$ cat src/rtl/ch0re_types.sv
// Shared types for the iterative multiply/divide sequencer.
// Operation encodings, FSM states and small operation-class decoders.
package ch0re_types;

   typedef enum logic [2:0] {
      MD_MUL, MD_MULH, MD_MULHSU, MD_MULHU, MD_DIV, MD_DIVU, MD_REM, MD_REMU
   } muldiv_op_e;

   typedef enum logic [1:0] {IDLE, CALC, FIX, DONE} muldiv_state_e;

   function automatic logic op_is_div(muldiv_op_e op);
      return op inside {MD_DIV, MD_DIVU, MD_REM, MD_REMU};
   endfunction

   function automatic logic op_is_rem(muldiv_op_e op);
      return op inside {MD_REM, MD_REMU};
   endfunction

   function automatic logic op_is_mulh(muldiv_op_e op);
      return op inside {MD_MULH, MD_MULHSU, MD_MULHU};
   endfunction

   // Result taken from the upper register (product high half or remainder).
   function automatic logic op_res_hi(muldiv_op_e op);
      return op inside {MD_MULH, MD_MULHSU, MD_MULHU, MD_REM, MD_REMU};
   endfunction

   function automatic logic op_s1_signed(muldiv_op_e op);
      return op inside {MD_MULH, MD_MULHSU, MD_DIV, MD_REM};
   endfunction

   function automatic logic op_s2_signed(muldiv_op_e op);
      return op inside {MD_MULH, MD_DIV, MD_REM};
   endfunction

endpackage

$ cat src/rtl/muldiv_seq_if.sv
// Request/response bundle between the execute stage and the muldiv sequencer.
interface muldiv_seq_if
   import ch0re_types::*;
#(
   parameter int unsigned WIDTH = 64
) ();

   logic             i_valid;
   logic             o_ready;
   muldiv_op_e       i_op;
   logic [WIDTH-1:0] i_s1;
   logic [WIDTH-1:0] i_s2;
   logic             i_kill;
   logic             o_valid;
   logic             i_ready;
   logic [WIDTH-1:0] o_res;
   logic             o_busy;

   modport slave (
      input  i_valid, i_op, i_s1, i_s2, i_kill, i_ready,
      output o_ready, o_valid, o_res, o_busy
   );

   modport master (
      output i_valid, i_op, i_s1, i_s2, i_kill, i_ready,
      input  o_ready, o_valid, o_res, o_busy
   );

endinterface

$ cat src/rtl/muldiv_addsub.sv
// WIDTH+1-bit adder/subtractor shared by the multiply, divide and negate steps.
// o_carry is the carry out; on subtract it is set when i_a >= i_b (unsigned).
module muldiv_addsub #(
   parameter int unsigned WIDTH = 64
) (
   input  logic [WIDTH:0] i_a,
   input  logic [WIDTH:0] i_b,
   input  logic           i_sub,
   output logic [WIDTH:0] o_sum,
   output logic           o_carry
);

   logic [WIDTH:0] b_eff;

   always_comb begin
      b_eff              = i_sub ? ~i_b : i_b;
      {o_carry, o_sum}   = {1'b0, i_a} + {1'b0, b_eff} + {{(WIDTH + 1){1'b0}}, i_sub};
   end

endmodule

$ cat src/rtl/muldiv_seq.sv
// Iterative RV64M multiply/divide sequencer: shift-add multiply, restoring divide,
// one bit per cycle on a single shared add/subtract unit.
module muldiv_seq
   import ch0re_types::*;
#(
   parameter int unsigned WIDTH = 64
) (
   input  logic        i_clk,
   input  logic        i_rst_n,
   muldiv_seq_if.slave bus
);

   localparam int unsigned CW = $clog2(WIDTH);
   localparam logic [WIDTH-1:0] MinNeg = {1'b1, {(WIDTH - 1){1'b0}}};

   muldiv_state_e    state_q, state_d;
   muldiv_op_e       op_q, op_d;
   logic [CW-1:0]    cnt_q, cnt_d;
   logic [WIDTH:0]   acc_q, acc_d, dsr_q, dsr_d;
   logic [WIDTH-1:0] sft_q, sft_d, res_q, res_d;
   logic             neg_q, neg_d;

   logic             s1_neg, s2_neg, div_zero, div_ovf, fix_inc;
   logic [WIDTH-1:0] s1_mag, s2_mag, spec_res, fix_sel;
   logic [WIDTH:0]   as_a, as_b, as_sum;
   logic             as_sub, as_carry;

   always_comb begin
      s1_neg   = op_s1_signed(bus.i_op) & bus.i_s1[WIDTH-1];
      s2_neg   = op_s2_signed(bus.i_op) & bus.i_s2[WIDTH-1];
      s1_mag   = s1_neg ? (~bus.i_s1 + WIDTH'(1)) : bus.i_s1;
      s2_mag   = s2_neg ? (~bus.i_s2 + WIDTH'(1)) : bus.i_s2;
      div_zero = op_is_div(bus.i_op) && (bus.i_s2 == '0);
      div_ovf  = (bus.i_op inside {MD_DIV, MD_REM}) && (bus.i_s1 == MinNeg) && (&bus.i_s2);
      if (op_is_rem(bus.i_op)) spec_res = div_zero ? bus.i_s1 : '0;
      else                     spec_res = div_zero ? '1 : bus.i_s1;
      fix_sel  = op_res_hi(op_q) ? acc_q[WIDTH-1:0] : sft_q;
      // High half of a negated product only takes the +1 when the low half is zero.
      fix_inc  = op_is_mulh(op_q) ? (sft_q == '0) : 1'b1;
   end

   always_comb begin
      as_a   = {1'b0, ~fix_sel};
      as_b   = {{WIDTH{1'b0}}, fix_inc};
      as_sub = 1'b0;
      if (state_q == CALC) begin
         if (op_is_div(op_q)) begin
            as_a   = {acc_q[WIDTH-1:0], sft_q[WIDTH-1]};
            as_b   = dsr_q;
            as_sub = 1'b1;
         end else begin
            as_a   = acc_q;
            as_b   = sft_q[0] ? dsr_q : '0;
         end
      end
   end

   muldiv_addsub #(.WIDTH(WIDTH)) u_addsub (
      .i_a     (as_a),
      .i_b     (as_b),
      .i_sub   (as_sub),
      .o_sum   (as_sum),
      .o_carry (as_carry)
   );

   always_comb begin
      state_d = state_q;
      op_d    = op_q;
      cnt_d   = cnt_q;
      acc_d   = acc_q;
      sft_d   = sft_q;
      dsr_d   = dsr_q;
      neg_d   = neg_q;
      res_d   = res_q;
      unique case (state_q)
         IDLE: begin
            if (bus.i_valid && !bus.i_kill) begin
               op_d  = bus.i_op;
               cnt_d = '0;
               acc_d = '0;
               if (op_is_div(bus.i_op)) begin
                  sft_d = s1_mag;
                  dsr_d = {1'b0, s2_mag};
                  neg_d = op_is_rem(bus.i_op) ? s1_neg : (s1_neg ^ s2_neg);
               end else begin
                  sft_d = s2_mag;
                  dsr_d = {1'b0, s1_mag};
                  neg_d = s1_neg ^ s2_neg;
               end
               if (div_zero || div_ovf) begin
                  res_d   = spec_res;
                  state_d = DONE;
               end else begin
                  state_d = CALC;
               end
            end
         end
         CALC: begin
            if (bus.i_kill) begin
               state_d = IDLE;
            end else begin
               if (op_is_div(op_q)) begin
                  acc_d = as_carry ? as_sum : {acc_q[WIDTH-1:0], sft_q[WIDTH-1]};
                  sft_d = {sft_q[WIDTH-2:0], as_carry};
               end else begin
                  acc_d = {1'b0, as_sum[WIDTH:1]};
                  sft_d = {as_sum[0], sft_q[WIDTH-1:1]};
               end
               cnt_d = cnt_q + CW'(1);
               if (cnt_q == CW'(WIDTH - 1)) state_d = FIX;
            end
         end
         FIX: begin
            if (bus.i_kill) begin
               state_d = IDLE;
            end else begin
               res_d   = neg_q ? as_sum[WIDTH-1:0] : fix_sel;
               state_d = DONE;
            end
         end
         DONE: begin
            if (bus.i_kill || bus.i_ready) state_d = IDLE;
         end
         default: state_d = IDLE;
      endcase
   end

   always_ff @(posedge i_clk or negedge i_rst_n) begin
      if (!i_rst_n) begin
         state_q <= IDLE;
         op_q    <= MD_MUL;
         cnt_q   <= '0;
         acc_q   <= '0;
         sft_q   <= '0;
         dsr_q   <= '0;
         neg_q   <= 1'b0;
         res_q   <= '0;
      end else begin
         state_q <= state_d;
         op_q    <= op_d;
         cnt_q   <= cnt_d;
         acc_q   <= acc_d;
         sft_q   <= sft_d;
         dsr_q   <= dsr_d;
         neg_q   <= neg_d;
         res_q   <= res_d;
      end
   end

   assign bus.o_ready = (state_q == IDLE);
   assign bus.o_valid = (state_q == DONE);
   assign bus.o_busy  = (state_q != IDLE);
   assign bus.o_res   = res_q;

endmodule

$ cat src/flat_wrapper.sv
// flat-port wrapper written by rule: the top's interface ports become plain ports
module muldiv_seq_flat import ch0re_types::*;
#(
   parameter int unsigned WIDTH = 64
)
  (i_clk, i_rst_n, bus_i_valid, bus_i_op, bus_i_s1, bus_i_s2, bus_i_kill, bus_i_ready, bus_o_ready, bus_o_valid, bus_o_res, bus_o_busy);
  muldiv_seq_if #(.WIDTH(WIDTH)) bus_i ();
  input  logic i_clk;
  input  logic i_rst_n;
  input wire logic [$bits(bus_i.i_valid)-1:0] bus_i_valid;
  input wire logic [$bits(bus_i.i_op)-1:0] bus_i_op;
  input wire logic [$bits(bus_i.i_s1)-1:0] bus_i_s1;
  input wire logic [$bits(bus_i.i_s2)-1:0] bus_i_s2;
  input wire logic [$bits(bus_i.i_kill)-1:0] bus_i_kill;
  input wire logic [$bits(bus_i.i_ready)-1:0] bus_i_ready;
  output wire logic [$bits(bus_i.o_ready)-1:0] bus_o_ready;
  output wire logic [$bits(bus_i.o_valid)-1:0] bus_o_valid;
  output wire logic [$bits(bus_i.o_res)-1:0] bus_o_res;
  output wire logic [$bits(bus_i.o_busy)-1:0] bus_o_busy;
  assign bus_i.i_valid = bus_i_valid;
  assign bus_i.i_op = bus_i_op;
  assign bus_i.i_s1 = bus_i_s1;
  assign bus_i.i_s2 = bus_i_s2;
  assign bus_i.i_kill = bus_i_kill;
  assign bus_i.i_ready = bus_i_ready;
  assign bus_o_ready = bus_i.o_ready;
  assign bus_o_valid = bus_i.o_valid;
  assign bus_o_res = bus_i.o_res;
  assign bus_o_busy = bus_i.o_busy;
  muldiv_seq #(.WIDTH(WIDTH)) u_core (.i_clk(i_clk), .i_rst_n(i_rst_n), .bus(bus_i));
endmodule
$ cat config.mk
export PLATFORM = sky130hd
export DESIGN_NAME = muldiv_seq_flat
export DESIGN_NICKNAME = d
export VERILOG_FILES = /design/src/rtl/ch0re_types.sv /design/src/rtl/muldiv_seq_if.sv /design/src/rtl/muldiv_addsub.sv /design/src/rtl/muldiv_seq.sv /design/src/flat_wrapper.sv
export SDC_FILE = /design/constraint.sdc
export NUM_CORES = 1
export LEC_CHECK = 0
export ABC_CLOCK_PERIOD_IN_PS = 12100
export BUFFER_PORTS_ARGS = -buffer_cell sky130_fd_sc_hd__buf_4
export CAP_MARGIN = 30
export CELL_PAD_IN_SITES_DETAIL_PLACEMENT = 0
export CELL_PAD_IN_SITES_GLOBAL_PLACEMENT = 1
export CORE_UTILIZATION = 49
export DETAILED_ROUTE_END_ITERATION = 12
export PLACE_DENSITY_LB_ADDON = 0.12
export SLEW_MARGIN = 5
export SYNTH_ARGS = -nofsm -noshare
export SYNTH_HDL_FRONTEND = slang
export SYNTH_SLANG_ARGS = --single-unit
export TNS_END_PERCENT = 5
$ cat constraint.sdc
create_clock -name i_clk -period 12.1 [get_ports i_clk]
set_clock_uncertainty 0.15 [all_clocks]
set_input_delay 2.42 -clock i_clk [delete_from_list [all_inputs] [get_ports i_clk]]
set_output_delay 2.42 -clock i_clk [all_outputs]
set_load 0.05 [all_outputs]
# Yosys cells after proc, flatten, opt, wreduce, memory -nomap -nowiden
# Index checks and enable logic that the tools add are counted.
# Widths: inputs -> output; s select.
totals:
  romBits: 0
  input_bits: 136
  word_cells: 113
  latch_bits: 0
  ram_bits: 0
  ff_bits: 270
  output_inout_bits: 67
  memories: 0
classes:
  n_mul: 0
  reduce_logical: 26
  add_sub_neg: 5
  n_lt_le_gt_ge: 0
  shift: 0
  n_bitwise: 7
  n_eq_ne: 24
  muxes: 43
  n_div: 0
ops:
  columns: ["cell", "n"]
  rows:
  - ["$mux 64", 15]
  - ["$mux 65", 10]
  - ["$pmux 64 s2", 2]
  - ["$not 64->64", 3]
  - ["$pmux 65 s2", 1]
  - ["$add 64x1->64 const B", 2]
  - ["$logic_not 64->1", 2]
  - ["$add 65x65->66", 1]
  - ["$add 66x1->66", 1]
  - ["$not 65->65", 1]
  - ["$eq 64x64->1 const B", 1]
  - ["$reduce_and 64->1", 1]
  - ["$eq 3x3->1 const B", 8]
  - ["$mux 2", 6]
  - ["$mux 6", 2]
  - ["$pmux 6 s2", 1]
  - ["$reduce_bool 4->1", 3]
  - ["$reduce_bool 2->1", 5]
  - ["$eq 3x2->1 const B", 3]
  - ["$pmux 2 s4", 1]
  - ["$add 6x1->6 const B", 1]
  - ["$eq 3x1->1 const B", 2]
  - ["$eq 6x6->1 const B", 1]
  - ["$ne 2x1->1 const B", 3]
  - ["16 further kinds", 29]

# Logic depth before layout (Yosys ltp)
# Gate-level depths: netlist of the first run.
logic_depth:
  word_depth: 12
  mapped_depth: 23
  ltp_nobuf: 17

# Modules after synthesis
# A second synthesis of the first run with hierarchy kept.
hier_totals:
  hier_cells: 3223
  area_unflattened_um2: 25225.4
by_module_without_submodules:
  columns: ["mod", "seq_area_each_um2", "instances", "cells_per_inst", "area_per_inst_um2"]
  rows:
  - ["muldiv_seq", 6731.5, 1, 2585, 20823.7]
  - ["muldiv_addsub", 0.0, 1, 638, 4401.7]

# Worst setup path after synthesis of the first run
# OpenSTA, ideal clock, no wires.
synth_timing:
  kind: "input-to-reg"
  from: "in bus_i_s2[44]"
  to: "reg u_core.res_q[62] (netlist: u_core.bus.o_res[62])"
  slack_ps: 6461
  t_arrival_ps: 5366
  path_stages: 12
  n_path_buf: 1
  setup_time_ps: 123
  t_required_ps: 11827
  path_cell_list: "or4_1 > or3_4 > nor4_4 > nand2b_1 > or3_1 > clkbuf_1 > or4_4 > nand3_2 > o21ai_2 > or3_1 > mux2i_1 > nor3_1"
synth_via:
  elab_chain_len: 7
  word_cells_on_any_way: 13
  cone_classes: "eq/ne (1); mux (6); reduce/logical (6)"
synth_rtl:
  columns: ["item", "line", "source"]
  rows:
  - ["from (decl)", "flat_wrapper.sv:13", "input wire logic [$bits(bus_i.i_s2)-1:0] bus_i_s2;"]
  - ["$logic_not 64->1", "muldiv_seq.sv:33", "div_zero = op_is_div(bus.i_op) && (bus.i_s2 == '0);"]
  - ["$logic_and 1x1->1", "muldiv_seq.sv:33", null]
  - ["$mux 64, on equally long branches", "muldiv_seq.sv:36, muldiv_seq.sv:35", null]
  - ["$mux 64", "muldiv_seq.sv:35", "if (op_is_rem(bus.i_op)) spec_res = div_zero ? bus.i_s1 : '0;"]
  - ["$mux 64", "muldiv_seq.sv:90", "if (div_zero || div_ovf) begin"]
  - ["$mux 64", "muldiv_seq.sv:77", "if (bus.i_valid && !bus.i_kill) begin"]
  - ["$pmux 64 s2", "muldiv_seq.sv:75", "unique case (state_q)"]
  - ["to (signal assigned)", "muldiv_seq.sv:146", "res_q <= res_d;"]
  - ["to (decl)", "muldiv_seq.sv:20", "logic [WIDTH-1:0] sft_q, sft_d, res_q, res_d;"]
# Parallel ways exist; a longest one is shown, timed or not. The select of a mux whose other input is x is not followed.
# A chain may end at the register's enable or synchronous reset.

# Worst setup path after layout of the first run
layout_timing:
  from: "reg u_core.op_q[2]"
  to: "reg u_core.acc_q[57]"
layout_via:
  elab_chain_len: 12
  word_cells_on_any_way: 27
  cone_classes: "add/sub (2); eq/ne (7); mux (13); bitwise (2); reduce/logical (3)"
layout_rtl:
  columns: ["item", "line", "source"]
  rows:
  - ["from (decl)", "muldiv_seq.sv:17", "muldiv_op_e op_q, op_d;"]
  - ["from (signal assigned)", "muldiv_seq.sv:140", "op_q <= op_d;"]
  - ["$eq 3x3->1 (tied with other cells)", "ch0re_types.sv:12", "return op inside {MD_DIV, MD_DIVU, MD_REM, MD_REMU};"]
  - ["$reduce_bool 4->1 or $reduce_bool 3->1 (tied branches)", "ch0re_types.sv:12, ch0re_types.sv:20", null]
  - ["$mux 65 or $mux 1 (tied branches)", "muldiv_seq.sv:47, muldiv_seq.sv:39", null]
  - ["$mux 65", "muldiv_seq.sv:46", "if (state_q == CALC) begin"]
  - ["$not 65->65", "muldiv_addsub.sv:16", "b_eff = i_sub ? ~i_b : i_b;"]
  - ["$mux 65", "muldiv_addsub.sv:16", null]
  - ["$add 65x65->66", "muldiv_addsub.sv:17", "{o_carry, o_sum} = {1'b0, i_a} + {1'b0, b_eff} + {{(WIDTH + 1){1'b0}}, i_sub};"]
  - ["$add 66x1->66", "muldiv_addsub.sv:17", null]
  - ["$mux 65", "muldiv_seq.sv:103", "acc_d = as_carry ? as_sum : {acc_q[WIDTH-1:0], sft_q[WIDTH-1]};"]
  - ["$mux 65 (*)", "muldiv_seq.sv:102", "if (op_is_div(op_q)) begin"]
  - ["$mux 65 (*)", "muldiv_seq.sv:99", "if (bus.i_kill) begin"]
  - ["$pmux 65 s2 (*)", "muldiv_seq.sv:75", null]
  - ["to (signal assigned)", "muldiv_seq.sv:133", "acc_q <= '0;"]
  - ["to (signal assigned)", "muldiv_seq.sv:142", "acc_q <= acc_d;"]
  - ["to (decl)", "muldiv_seq.sv:19", "logic [WIDTH:0] acc_q, acc_d, dsr_q, dsr_d;"]
# Every way passes the cells marked *; elsewhere a longest branch is shown, timed or not. The select of a mux whose other input is x is not followed.

==> results of run 1 <==
worst min-delay path, cell delays in order (launching register included):
cell and delay [ps]:
dfrtp_1 360, nand2_1 50, nand2_1 50
through the flow:
| stage | instance area (sq um) | power (uW) |
|---|---|---|
| after floorplan | 24590 | 3939 |
| after global placement | 26370 | 5082 |
| after detailed placement | 26420 | 5128 |
| after CTS | 27460 | 6129 |
| after global routing | 27570 | 6531 |
| final | 27570 | 6220 |
cells by family after synthesis:
family	share of synthesized area [%]
AOI/OAI and AO/OA	26.16
and+or+nand+nor	18.82
DFF	27.37
xor gates and xnor gates	6.767
muxes	12.75
adders and majority gates	3.541
buffers and inverters	4.594
power by group through the flow:
stage / sequential [uW] / combinational, uW / clock [uW]
finish: 1810 / 3410 / 995
global route: 1820 / 3690 / 1030
CTS: 1770 / 3360 / 997
detailed placement: 1780 / 3350 / 0
global placement: 1780 / 3300 / 0
floorplan: 1820 / 2120 / 0
flip-flops by register name (all words and copies together) (netlist names):
name / count
u_core.neg_q: 1
u_core.acc_q: 65
u_core.state_q: 2
u_core.bus.o_res: 64
u_core.cnt_q: 6
u_core.dsr_q: 64
u_core.op_q: 3
u_core.sft_q: 64
worst max-delay path by stage:
stage	startpoint	endpoint	slack [ps]	depth (start not counted)
floorplan	bus_i_s2[44]	u_core.bus.o_res[62]	6460	12
global placement	u_core.op_q[2]	u_core.acc_q[57]	4690	20
detailed placement	u_core.op_q[2]	u_core.acc_q[57]	4680	20
CTS	u_core.op_q[2]	u_core.acc_q[57]	4660	20
global route	u_core.op_q[2]	u_core.acc_q[57]	4140	20
finish	u_core.op_q[2]	u_core.acc_q[57]	4460	20
cell usage in the layout, fill, tap and decap left out, types with 7 or more instances in the layout:
| cell type | instances |
|---|---|
| a221o_1 | 9 |
| o211ai_1 | 20 |
| a221oi_1 | 8 |
| or2_2 | 8 |
| a21oi_1 | 362 |
| nor2b_1 | 11 |
| nand3_1 | 30 |
| nand2b_1 | 18 |
| or4_1 | 12 |
| clkinv_2 | 9 |
| xor2_1 | 87 |
| o21ai_0 | 318 |
| a21o_1 | 35 |
| dfrtp_1 | 267 |
| nor3_1 | 53 |
| nor4_1 | 41 |
| mux2_2 | 10 |
| nor2_1 | 425 |
| o221ai_1 | 15 |
| and2_1 | 15 |
| o22a_1 | 13 |
| ha_1 | 68 |
| o41ai_1 | 11 |
| and3_1 | 10 |
| inv_1 | 40 |
| mux2i_1 | 302 |
| clkbuf_16 | 31 |
| clkbuf_8 | 7 |
| o21a_1 | 11 |
| or3_1 | 19 |
| o31ai_1 | 60 |
| a211oi_1 | 59 |
| buf_4 | 237 |
| a22oi_1 | 38 |
| xnor2_1 | 103 |
| nand4_1 | 47 |
| o21bai_1 | 13 |
| a31oi_1 | 27 |
| nand2_1 | 324 |
routing by layer:
layer	GRT usage, %	share of wire, %
met1	47.94	38
met2	66.18	46
met3	5.451	6.8
met4	31.47	9.1
met5	0	0.010
area by class of cell:
type | count | area, sq um
Multi-Input combinational cell | 2681 | 16820
Fill cell | 4819 | 21690
Sequential cell | 269 | 6739
Inverter | 40 | 150.1
Clock inverter | 14 | 150.1
Timing Repair Buffer | 246 | 1991
Clock buffer | 42 | 887.1
Tap cell | 664 | 830.8
==> metrics, run 1 <==
Setup CP Type reg2reg; final worst slack around 4500 ps; Internal Power between 3000 and 4000 uW; share of layout cells above drive strength 1 10.60%; Die Width about 230 um; row count between 80 and 90; R2R Path End u_core.acc_q[57]; post-cts resize count 0; gr usage total roughly two fifths; launch point of the worst reg-to-reg path u_core.op_q[2]; Rel. slew slack 19.96%; worst endpoint required time between 10,000 and 15,000 ps; Layout area overhead 12.10%; initial antenna violation count 1; post-synthesis cell area 24,590 sq um; DR vias 26,010; Clk network pwr share 16.0%; dpl cells just under 4,000; worst-margin pin slew about 1200 ps; worst path cell trace nor2b_1, nor2_4, buf_4, buf_4, mux2i_1, nand2_1, o21ai_0, ha_1, a21oi_1, o21bai_1, a2111oi_0, o41ai_1, a21o_1, a221oi_1, o21ai_0, a21oi_4, buf_4, nand2b_1, o21ai_0, a221o_1; r2r worst-path depth 20; grt ovf 0; CTS clk-pin slew, worst paths about 60 ps; number of flops mapped to enable cells by yosys 0; yosys warns 0; htree depth 1; Synth Area per Inst between 7 and 8 sq um; Post-Layout Cell Count around 4,000; worst reg2reg setup slack 4460 ps; max-cap viol count 0; PortBufs around 200; routed wire length per instance 26.49 um; post-CTS setup buffer count 0; register bit total from synthesis 269; first-pass GRT wire length about 150,000 um; die area 51,090 sq um; CTS tree yes; HP Class reg2reg; CTS root buf clkbuf_16; setup_tns 0 ps; Hold Path Cell Cnt 2; DR vias/cell ~6.6; Leakage 0.01195 uW; pre-CTS WS roughly 4700 ps; CTS Buf Count 31; CTS max path bufs 3; largest net degree at the start of global routing a little under 200; top-area cell type share of the netlist area a little over a quarter; Core ar. slightly below 50,000 sq um; post-route ant nets 0; status finished, final reports clean; top-count cell post-synth nor2_1; worst skew pair latency around 600 ps; Post-route DRC 0; asr flop ratio synth 100.0%; ranking of synthesized cells by area dfrtp_1 27%, mux2i_1 12%, a21oi_1 7.4%; vias in the first global route 24,570; slowest stage cell, crit path dfrtp_4; cts hold-fix bufs 0; share of total power in combinational logic 54.9%; fin util between 50% and 60%; Max IR drop VDD 237.6 uV; Hold WS between 300 and 400 ps; Ant. Diodes 0; period utilization a little over three fifths; Flop pwr share just under 30%; Hold Crit Start u_core.dsr_q[61]; CP max FO 61; WL final about 100,000 um; fin nets about 3,500; Pre-Repair DR Iteration Count 5; final hold violation count 0; CP Launch Type flip-flop; crit end category flip-flop; Fmax between 0.1 and 0.15 GHz; num ports 203; critical path buffer and inverter count 3; sequential element share of the synthesized area 27.37%; synth cell count leaders 428 x nor2_1, 363 x a21oi_1, 324 x nand2_1; initial DRC count 2,509; crit path DAT between 7000 and 8000 ps; post-layout minimum cycle time between 7000 and 8000 ps; post-detail-place hpwl between 70,000 and 80,000 um; Final setup viols 0; Slew Limit Fails 0; Main synth FF type dfrtp_1; largest delay contributor family on the critical path compound AO/OA/AOI/OAI gates; Pwr per Cell Area 225.6 nW/um^2; area leader, netlist dfrtp_1; Mapped Nets between 3,000 and 4,000; RSZ-0062 raised after global routing false; slowest stage delay, CP 1000 ps; Die Y roughly 230 um; Hold Path Sink u_core.dsr_q[61]; global placement routability congestion 0.9601; Starting Density 49.93%; Sw Ratio around half; post-synthesis cell type count 80; P_sw between 3000 and 4000 uW; clk sinks approximately 270; Synth Instances ~3,200
(Power assumes the default switching activity.)
==> run 2, diff against run 1 <==
--- a/config.mk
+++ b/config.mk
@@ -5,12 +5,12 @@
 export SDC_FILE = /design/constraint.sdc
 export NUM_CORES = 1
 export LEC_CHECK = 0
-export ABC_CLOCK_PERIOD_IN_PS = 12100
+export ABC_CLOCK_PERIOD_IN_PS = 7100
 export BUFFER_PORTS_ARGS = -buffer_cell sky130_fd_sc_hd__buf_4
 export CAP_MARGIN = 30
 export CELL_PAD_IN_SITES_DETAIL_PLACEMENT = 0
 export CELL_PAD_IN_SITES_GLOBAL_PLACEMENT = 1
-export CORE_UTILIZATION = 49
+export CORE_UTILIZATION = 46
 export DETAILED_ROUTE_END_ITERATION = 12
 export PLACE_DENSITY_LB_ADDON = 0.12
 export SLEW_MARGIN = 5
==> constraint.sdc (replaced) <==
create_clock -name i_clk -period 7.1 [get_ports i_clk]
set_clock_uncertainty 0.15 [all_clocks]
set_input_delay 1.42 -clock i_clk [delete_from_list [all_inputs] [get_ports i_clk]]
set_output_delay 1.42 -clock i_clk [all_outputs]
set_load 0.05 [all_outputs]
==> run 2 against run 1 <==
First-iteration DRC count shrank 8.9%. Total power grew 75%. Clock-buffer cell count grew 2. Critical path type unchanged.
==> metrics, run 2 (same netlist as run 1, synthesis figures left out) <==
status finished, final reports clean; period utilization between 80% and 90%; P_sw approximately 5500 uW; pre-CTS WS ~1200 ps; post-route ant nets 0; largest net degree at the start of global routing 114; max-cap viol count 0; Layout area overhead 12.95%; Post-Layout Cell Count ~4,000; worst skew pair latency ~560 ps; final worst slack about 930 ps; CP Launch Type flip-flop; post-CTS setup buffer count 0; initial DRC count 2,286; Hold Path Cell Cnt 2; most frequent cells in the layout 425 x nor2_1, 362 x a21oi_1, 324 x nand2_1; WL final around 110,000 um; largest register by flop count u_core.acc_q; area of the multi-input gates between 15,000 and 20,000 sq um; Die Width about 230 um; Clk network pwr share a little under a fifth; CTS Buf Count 34; Rel. slew slack 31.80%; Slew Limit Fails 0; launch point of the worst reg-to-reg path u_core.sft_q[57]; slowest stage cell, crit path nor4_1; die area ~54,000 sq um; Reg area about 6700 sq um; Sw Ratio roughly half; Final setup viols 0; critical path buffer and inverter count 0; HP Class reg2reg; clk sinks between 200 and 300; CTS root buf clkbuf_16; fin util roughly 53%; Fmax ~0.16 GHz; global placement routability congestion 0.9747; DR vias around 26,000; worst reg2reg setup slack roughly 930 ps; Post-route DRC 0; R2R Path End u_core.bus.o_res[56]; dpl cells about 4,000; grt ovf 0; setup_tns 0 ps; PortBufs between 200 and 250; # fillers about 5,200; Setup CP Type reg2reg; fin nets 3,483; Max IR drop VDD about 300 uV; Leakage about 0.012 uW; CTS max path bufs 3; num ports 203; vias in the first global route between 20,000 and 25,000; RSZ-0062 raised after global routing false; Starting Density about 47%; gr usage total 39.02%; DP Area 26,510 sq um; CP max FO 5; CTS clk-pin slew, worst paths ~70 ps; largest delay contributor family on the critical path compound AO/OA/AOI/OAI gates; crit path DAT 6470 ps; DR vias/cell 6.514; crit end category flip-flop; worst path cell trace nor4_1, nand4_1, nor4_1, nor2_1, or3_1, fa_1, nand2b_1, a21o_1, a31o_2, o21ai_0, a21oi_1, a21o_1, o31ai_1, a2111oi_0, a211oi_1, a21oi_1, o31ai_1; max reg flops 65; final hold violation count 0; first-pass GRT wire length between 150,000 and 200,000 um; CP Depth 17; Internal Power roughly 5400 uW; routed wire length per instance 26.81 um; slowest stage delay, CP 790 ps; share of layout cells above drive strength 1 ~11%; initial antenna violation count 2; row count 84; r2r worst-path depth 17; crit path to u_core.bus.o_res[56]; worst-margin pin slew ~1000 ps; Pre-Repair DR Iteration Count 6; most common cell after layout, fill and taps aside nor2_1; Flop pwr share 27.9%; cts hold-fix bufs 0; Pwr per Cell Area between 300 and 400 nW/um^2; worst endpoint required time about 7400 ps; CTS tree yes; post-cts resize count 0; htree depth 2; Critical Path Start u_core.sft_q[57]; Die Y between 200 and 250 um; post-detail-place hpwl 80,460 um; Finished Cell Area 27,780 sq um; Core ar. ~53,000 sq um; share of total power in combinational logic 54.1%; post-layout minimum cycle time 6170 ps
## run 2: final cells by class
cell class / count / area share [%]
clock inverter: 15 / 0.9145
tap: 688 / 3.099
clock buffer: 44 / 3.491
sequential: 269 / 24.26
inverter: 40 / 0.5406
timing repair buffer: 252 / 7.117
multi-input combinational: 2681 / 60.56
antenna: 2 / 0.01802
## run 2: tightest hold or removal path, delay by kind of cell (launching register included)
kind | cells | cell delay (ps)
AO/OA/AOI/OAI | 1 | 60
AND/OR/NAND/NOR | 1 | 50
flip-flops | 1 | 350
## run 2: how the worst min path moves through the flow
stage                                    start                    to
after floorplan               u_core.acc_q[64]      u_core.acc_q[64]
after global placement    u_core.bus.o_res[20]  u_core.bus.o_res[20]
after detailed placement  u_core.bus.o_res[13]  u_core.bus.o_res[13]
after CTS                 u_core.bus.o_res[60]  u_core.bus.o_res[60]
after global routing          u_core.acc_q[64]      u_core.acc_q[64]
final                     u_core.bus.o_res[60]  u_core.bus.o_res[60]
## run 2: power groups by stage
| stage | logic (uW) | clock network [uW] | registers, uW |
|---|---|---|---|
| floorplan | 3620 | 0 | 3100 |
| global placement | 5750 | 0 | 2980 |
| detailed placement | 5790 | 0 | 3000 |
| CTS | 5830 | 1990 | 2980 |
| global route | 6380 | 2040 | 3040 |
| finish | 5890 | 1970 | 3030 |
## run 2: layer usage
metal | share of wire [%] | vias up | track usage, %
li1 | - | 11840 | -
met5 | 0 | - | 0
met3 | 6.3 | 331 | 4.651
met4 | 8.6 | 0 | 30.02
met2 | 48 | 1202 | 65.50
met1 | 38 | 12620 | 45.31
## run 2: metrics by stage
step                      power (uW)  hold WS, ps
final                          10890        339.7
after global routing           11460        362.9
after global placement          8729        319.7
after detailed placement        8791        321.7
after floorplan                 6713        306.4
after CTS                      10790        345.3
